==> src/rtl/pmod_button_conditioner_pkg.sv <==
// Shared constants and types for the PMOD button conditioner.
// Latency: n/a (declarations only).
// Backpressure: n/a.
package pmod_button_conditioner_pkg;

  // Debounce timing shared with the board top and the firmware header.
  localparam int PMODBTN_TICKDIV = 1000;
  localparam int PMODBTN_DBTICKS = 20;

  // Firmware-visible bit map of the SoC ports.
  localparam int IPORT_STABLE_LSB   = 0;
  localparam int IPORT_PRESS_LSB    = 4;
  localparam int IPORT_REL_LSB      = 8;
  localparam int OPORT_CLR_MASK_LSB = 8;

  // Per-channel status bundle produced by one debounce cell.
  typedef struct packed {
    logic stable;
    logic press;
    logic rel;
    logic edge_pulse;
  } btn_status_t;

  // Width of a counter that must reach dbticks.
  function automatic int cnt_width(input int dbticks);
    return (dbticks < 1) ? 1 : $clog2(dbticks + 1);
  endfunction

endpackage

==> src/rtl/button_debounce_cell.sv <==
// One button channel: 2-flop sync, tick-based debounce, sticky press/release flags, edge pulse.
// Latency: 2 sync cycles plus DBTICKS ticks from raw change to stable update.
// Backpressure: none; clear is write-1-to-clear and loses to a simultaneous set.
module button_debounce_cell
  import pmod_button_conditioner_pkg::*;
#(
  parameter int DBTICKS = 20
) (
  input  logic        clk,
  input  logic        rst,
  input  logic        btn_raw,
  input  logic        tick,
  input  logic        clr,
  output btn_status_t status
);

  localparam int CW = cnt_width(DBTICKS);

  logic          sync1;
  logic          sync2;
  logic          stable;
  logic          edge_q;
  logic          press;
  logic          rel;
  logic [CW-1:0] cnt;
  logic          accept;

  // A differing level is accepted on the tick that completes the DBTICKS-th differing tick.
  assign accept = (sync2 != stable) && tick && (cnt == CW'(DBTICKS - 1));

  // Two-flop synchronizer for the asynchronous button level.
  always_ff @(posedge clk) begin
    if (rst) begin
      sync1 <= 1'b0;
      sync2 <= 1'b0;
    end else begin
      sync1 <= btn_raw;
      sync2 <= sync1;
    end
  end

  // Debounce counter; any return to equality discards the partial count.
  always_ff @(posedge clk) begin
    if (rst) begin
      cnt    <= '0;
      stable <= 1'b0;
      edge_q <= 1'b0;
    end else begin
      edge_q <= 1'b0;
      if (sync2 == stable) begin
        cnt <= '0;
      end else if (accept) begin
        stable <= sync2;
        cnt    <= '0;
        edge_q <= 1'b1;
      end else if (tick) begin
        cnt <= cnt + 1'b1;
      end
    end
  end

  // Sticky flags: set wins over a same-cycle clear so no event is lost.
  always_ff @(posedge clk) begin
    if (rst) begin
      press <= 1'b0;
      rel   <= 1'b0;
    end else begin
      press <= (press & ~clr) | (accept & sync2);
      rel   <= (rel & ~clr) | (accept & ~sync2);
    end
  end

  assign status = '{stable: stable, press: press, rel: rel, edge_pulse: edge_q};

endmodule

==> src/rtl/pmod_button_conditioner.sv <==
// Conditions raw PMOD button levels: shared tick prescaler, per-channel debounce cells, IRQ.
// Latency: 2 + (DBTICKS-1)*TICKDIV + 1..TICKDIV cycles to stable; IRQ one cycle after flags.
// Backpressure: none; flags are sticky until cleared by CLR_STB/CLR_MASK.
module pmod_button_conditioner
  import pmod_button_conditioner_pkg::*;
#(
  parameter int NBTN    = 4,
  parameter int TICKDIV = PMODBTN_TICKDIV,
  parameter int DBTICKS = PMODBTN_DBTICKS
) (
  input  logic            CLK,
  input  logic            RES,
  input  logic [NBTN-1:0] BTN_RAW,
  input  logic            CLR_STB,
  input  logic [NBTN-1:0] CLR_MASK,
  input  logic [NBTN-1:0] IRQ_EN,
  output logic [NBTN-1:0] BTN_STABLE,
  output logic [NBTN-1:0] BTN_PRESS,
  output logic [NBTN-1:0] BTN_REL,
  output logic [NBTN-1:0] BTN_EDGE,
  output logic            IRQ
);

  localparam int PW = (TICKDIV > 1) ? $clog2(TICKDIV) : 1;

  logic [PW-1:0]   pre_cnt;
  logic            tick;
  logic [NBTN-1:0] clr;
  btn_status_t     st [NBTN];

  assign tick = (pre_cnt == PW'(TICKDIV - 1));
  assign clr  = CLR_STB ? CLR_MASK : '0;

  // Shared prescaler: counts 0..TICKDIV-1, tick on the last count.
  always_ff @(posedge CLK) begin
    if (RES || tick) begin
      pre_cnt <= '0;
    end else begin
      pre_cnt <= pre_cnt + 1'b1;
    end
  end

  for (genvar i = 0; i < NBTN; i++) begin : g_cell
    button_debounce_cell #(
      .DBTICKS(DBTICKS)
    ) u_cell (
      .clk    (CLK),
      .rst    (RES),
      .btn_raw(BTN_RAW[i]),
      .tick   (tick),
      .clr    (clr[i]),
      .status (st[i])
    );

    assign BTN_STABLE[i] = st[i].stable;
    assign BTN_PRESS[i]  = st[i].press;
    assign BTN_REL[i]    = st[i].rel;
    assign BTN_EDGE[i]   = st[i].edge_pulse;
  end

  // Interrupt is the registered OR of all enabled sticky flags.
  always_ff @(posedge CLK) begin
    if (RES) begin
      IRQ <= 1'b0;
    end else begin
      IRQ <= |((BTN_PRESS | BTN_REL) & IRQ_EN);
    end
  end

endmodule

==> config.mk <==
export PLATFORM = sky130hd
export DESIGN_NAME = pmod_button_conditioner
export DESIGN_NICKNAME = d
export VERILOG_FILES = /design/src/rtl/pmod_button_conditioner_pkg.sv /design/src/rtl/button_debounce_cell.sv /design/src/rtl/pmod_button_conditioner.sv
export SDC_FILE = /design/constraint.sdc
export NUM_CORES = 1
export LEC_CHECK = 0
export CORE_ASPECT_RATIO = 0.7
export CORE_MARGIN = 2
export CORE_UTILIZATION = 45
export DETAILED_ROUTE_END_ITERATION = 8
export DONT_BUFFER_PORTS = 1
export GPL_ROUTABILITY_DRIVEN = 0
export PLACE_DENSITY_LB_ADDON = 0.12
export RECOVER_POWER = 25
export SLEW_MARGIN = 5
export SYNTH_ARGS = -nofsm -noshare
export SYNTH_HDL_FRONTEND = slang
export SYNTH_SLANG_ARGS = --single-unit
==> constraint.sdc <==
create_clock -name CLK -period 1.6 [get_ports CLK]
set_input_delay 0.32 -clock CLK [delete_from_list [all_inputs] [get_ports CLK]]
set_output_delay 0.32 -clock CLK [all_outputs]
set_load 0.01 [all_outputs]
==> results.tsv, run 1 <==
metric	value	unit
status	finished, final reports clean	
rsz0062_at_grt	yes	
vias_per_cell	5.026	
grt-ovfl-total	0	
grt.total_usage	16.65	%
maxCapViolCount	0	
row_count	22	
worstSetupStartpointType	register	
synthArstFlopShare	0	%
antenna_found_initial	0	
leakage	0.8966	nW
synth_area_leaders	dfxtp_1 46%, buf_4 5.9%, nand2_1 4.4%	
finalHoldViolCount	0	
wl	4.700	mm
cts_buffers	5	
synth-edff-count	0	
drc	0	
synth_nets	286	
crit_type	reg -> reg	
postLayoutCoreUtil	51.59	%
fin_crit	1541	ps
clock-sinks	55	
chipWidth	91.24	um
slew_headroom	70.63	%
cts_tree	done	
synth.top_cells.by_count	55 x dfxtp_1, 28 x nand2_1, 19 x buf_4, 18 x a21oi_1, 15 x nor2_1	
ir_drop	390.3	uV
drtIter0Drc	59	
slew_violations	0	
hp-class	in -> reg	
core_area	5202	um^2
critPathArrivalTime	1750	ps
crit_fanout	5	
initial_core_util	46.08	%
h-tree-depth	2	
drt.antenna.violating_nets	0	
p_per_area	882.0	nW/um^2
nets	290	
cts-root-buf	clkbuf_8	
postSynthCellCount	266	
yosysMostFrequentCell	dfxtp_1	
synth_top_area_share	45.93	%
tightest_slew	440.0	ps
clock_skew	9.409	ps
finalHoldWorstSlack	58.11	ps
clock_latency	310	ps
portBuffers	0	
critical_path_required	1810	ps
cts_hold_buffers	0	
synth.distinct_cells	36	
drive_gt1_share	15.50	%
final.period_utilization	96.33	%
syn_area	2397	um^2
post_drt_wl_per_cell	13.70	um
dr_total_vias	1724	
clk_path_buf_depth	2	
fillCellCount	492	
ys_warn_count	0	
grt_max_degree	32	
grt_pass1_vias	1551	
dp_hpwl	3.292	mm
clk_pin_slew_worst_paths	100	ps
io-pin-count	32	
fmax	0.6488	GHz
ys_seq_elements	55	
seq_area_frac_synth	45.93	%
antenna_cells	0	
setup_viol	0	
grt_first_pass_wirelength	7.810	mm
dieHeight	65.07	um
die_area	5937	um^2
synth_area_per_cell	9.012	um^2
synth_ff_type	dfxtp_1	
yosysTopAreaCell	dfxtp_1	
drt_first_pass_iters	4	
crit_path_end_kind	register	
synthToLayoutAreaGrowth	11.95	%
==> worst max-delay path, cell delays in order (launching register included) <==
cell and delay, ps:
dfxtp_2 370, ha_4 140, and4bb_4 300, buf_6 120, nand4_1 190, nand2b_1 250, nor2_1 70
==> routing by layer <==
layer	global-route usage, %	wire length, um	up-vias
met5	0	0	-
met4	5.114	46	0
met3	4.070	142	7
met2	22.50	1906	19
met1	25.58	2603	778
li1	-	-	920
==> stage by stage <==
stage	total power, mW	setup slack [ps]	instances	instance area, um^2	TNS, ps
CTS	2.393	8.227	340	2604	0
finish	2.367	58.67	343	2684	0
global route	2.455	-57.14	343	2684	-240.1
global placement	1.470	32.08	331	2466	0
detailed placement	1.471	-32.35	331	2466	-35.32
floorplan	1.466	4.512	266	2406	0
==> flip-flops by register name, indices dropped and copies added, names as in the netlist <==
register              cells
g_cell.u_cell.rel         4
g_cell.u_cell.sync2       4
IRQ                       1
g_cell.u_cell.edge_q      4
pre_cnt                  10
g_cell.u_cell.press       4
g_cell.u_cell.cnt        20
g_cell.u_cell.sync1       4
g_cell.u_cell.stable      4
==> power by group <==
part	leakage [nW]	switching [mW]	internal (mW)	total [mW]
combinational	0.393	0.0212	0.0276	0.0488
sequential	0.446	0.0141	1.38	1.40
clock	0.0581	0.453	0.466	0.919
==> what timing repair did <==
action	CTS	global route
buffers inserted	0	3
setup endpoints to repair	4	28
hold endpoints to repair	0	0
gates resized for setup	4	10
gates cloned	1	0
pin swaps	0	8
==> cell families after synthesis <==
group,share of synthesized area [%]
flops,45.93
buf+inv,8.507
fa+ha+maj,2.610
compound gates,11.53
simple gates,24.48
xor+xnor,6.942
==> final cells by class <==
cell class	count	area (um^2)	area share, %
multi-input combinational	179	1174	43.73
clock buffer	5	68.82	2.564
inverter	8	30.03	1.119
tap	72	90.09	3.357
sequential	55	1104	41.12
clock inverter	3	43.79	1.632
timing repair buffer	21	173.9	6.480
==> cells in the final DEF, fill, tap and decap left out, drive strengths merged, types with 4 or more instances in the layout <==
master,netlist,layout
a21oi,18,18
buf,22,21
clkbuf,3,5
dfxtp,55,55
ha,5,5
inv,8,8
nand2,28,28
nand2b,6,6
nand3,11,12
nand4,10,10
nand4b,4,4
nor2,15,15
nor2b,12,12
nor3,7,7
nor4bb,4,4
o21ai,16,16
o32ai,4,4
or3,4,4
xnor2,9,9
xor2,10,10
==> path summary, 6_finish.rpt <==
| kind | from | cells past startpoint | slack, ps | to |
|---|---|---|---|---|
| setup / recovery | pre_cnt[1] | 6 | 60 | g_cell[3].u_cell.cnt[2] |
| hold / removal | RES | 1 | 60 | g_cell[2].u_cell.stable |
| setup reg to reg | pre_cnt[1] | 6 | 60 | g_cell[3].u_cell.cnt[2] |
| hold reg to reg | g_cell[2].u_cell.sync1 | 1 | 440 | g_cell[2].u_cell.sync2 |
Power figures use the tool's default switching activity.
==> inputs of run 2 (changes only) <==
--- a/config.mk
+++ b/config.mk
@@ -11,8 +11,9 @@
 export DETAILED_ROUTE_END_ITERATION = 8
 export DONT_BUFFER_PORTS = 1
 export GPL_ROUTABILITY_DRIVEN = 0
+export GPL_TIMING_DRIVEN = 1
 export PLACE_DENSITY_LB_ADDON = 0.12
-export RECOVER_POWER = 25
+export RECOVER_POWER = 100
 export SLEW_MARGIN = 5
 export SYNTH_ARGS = -nofsm -noshare
 export SYNTH_HDL_FRONTEND = slang
==> results of run 2 <==
Final layout, timing and power as in run 1 (identical DEF).
==> inputs of run 3 (changes only) <==
--- a/config.mk
+++ b/config.mk
@@ -18,3 +18,4 @@
 export SYNTH_ARGS = -nofsm -noshare
 export SYNTH_HDL_FRONTEND = slang
 export SYNTH_SLANG_ARGS = --single-unit
+export TNS_END_PERCENT = 100
==> results of run 3 <==
Final layout, timing and power as in run 1 (identical DEF).
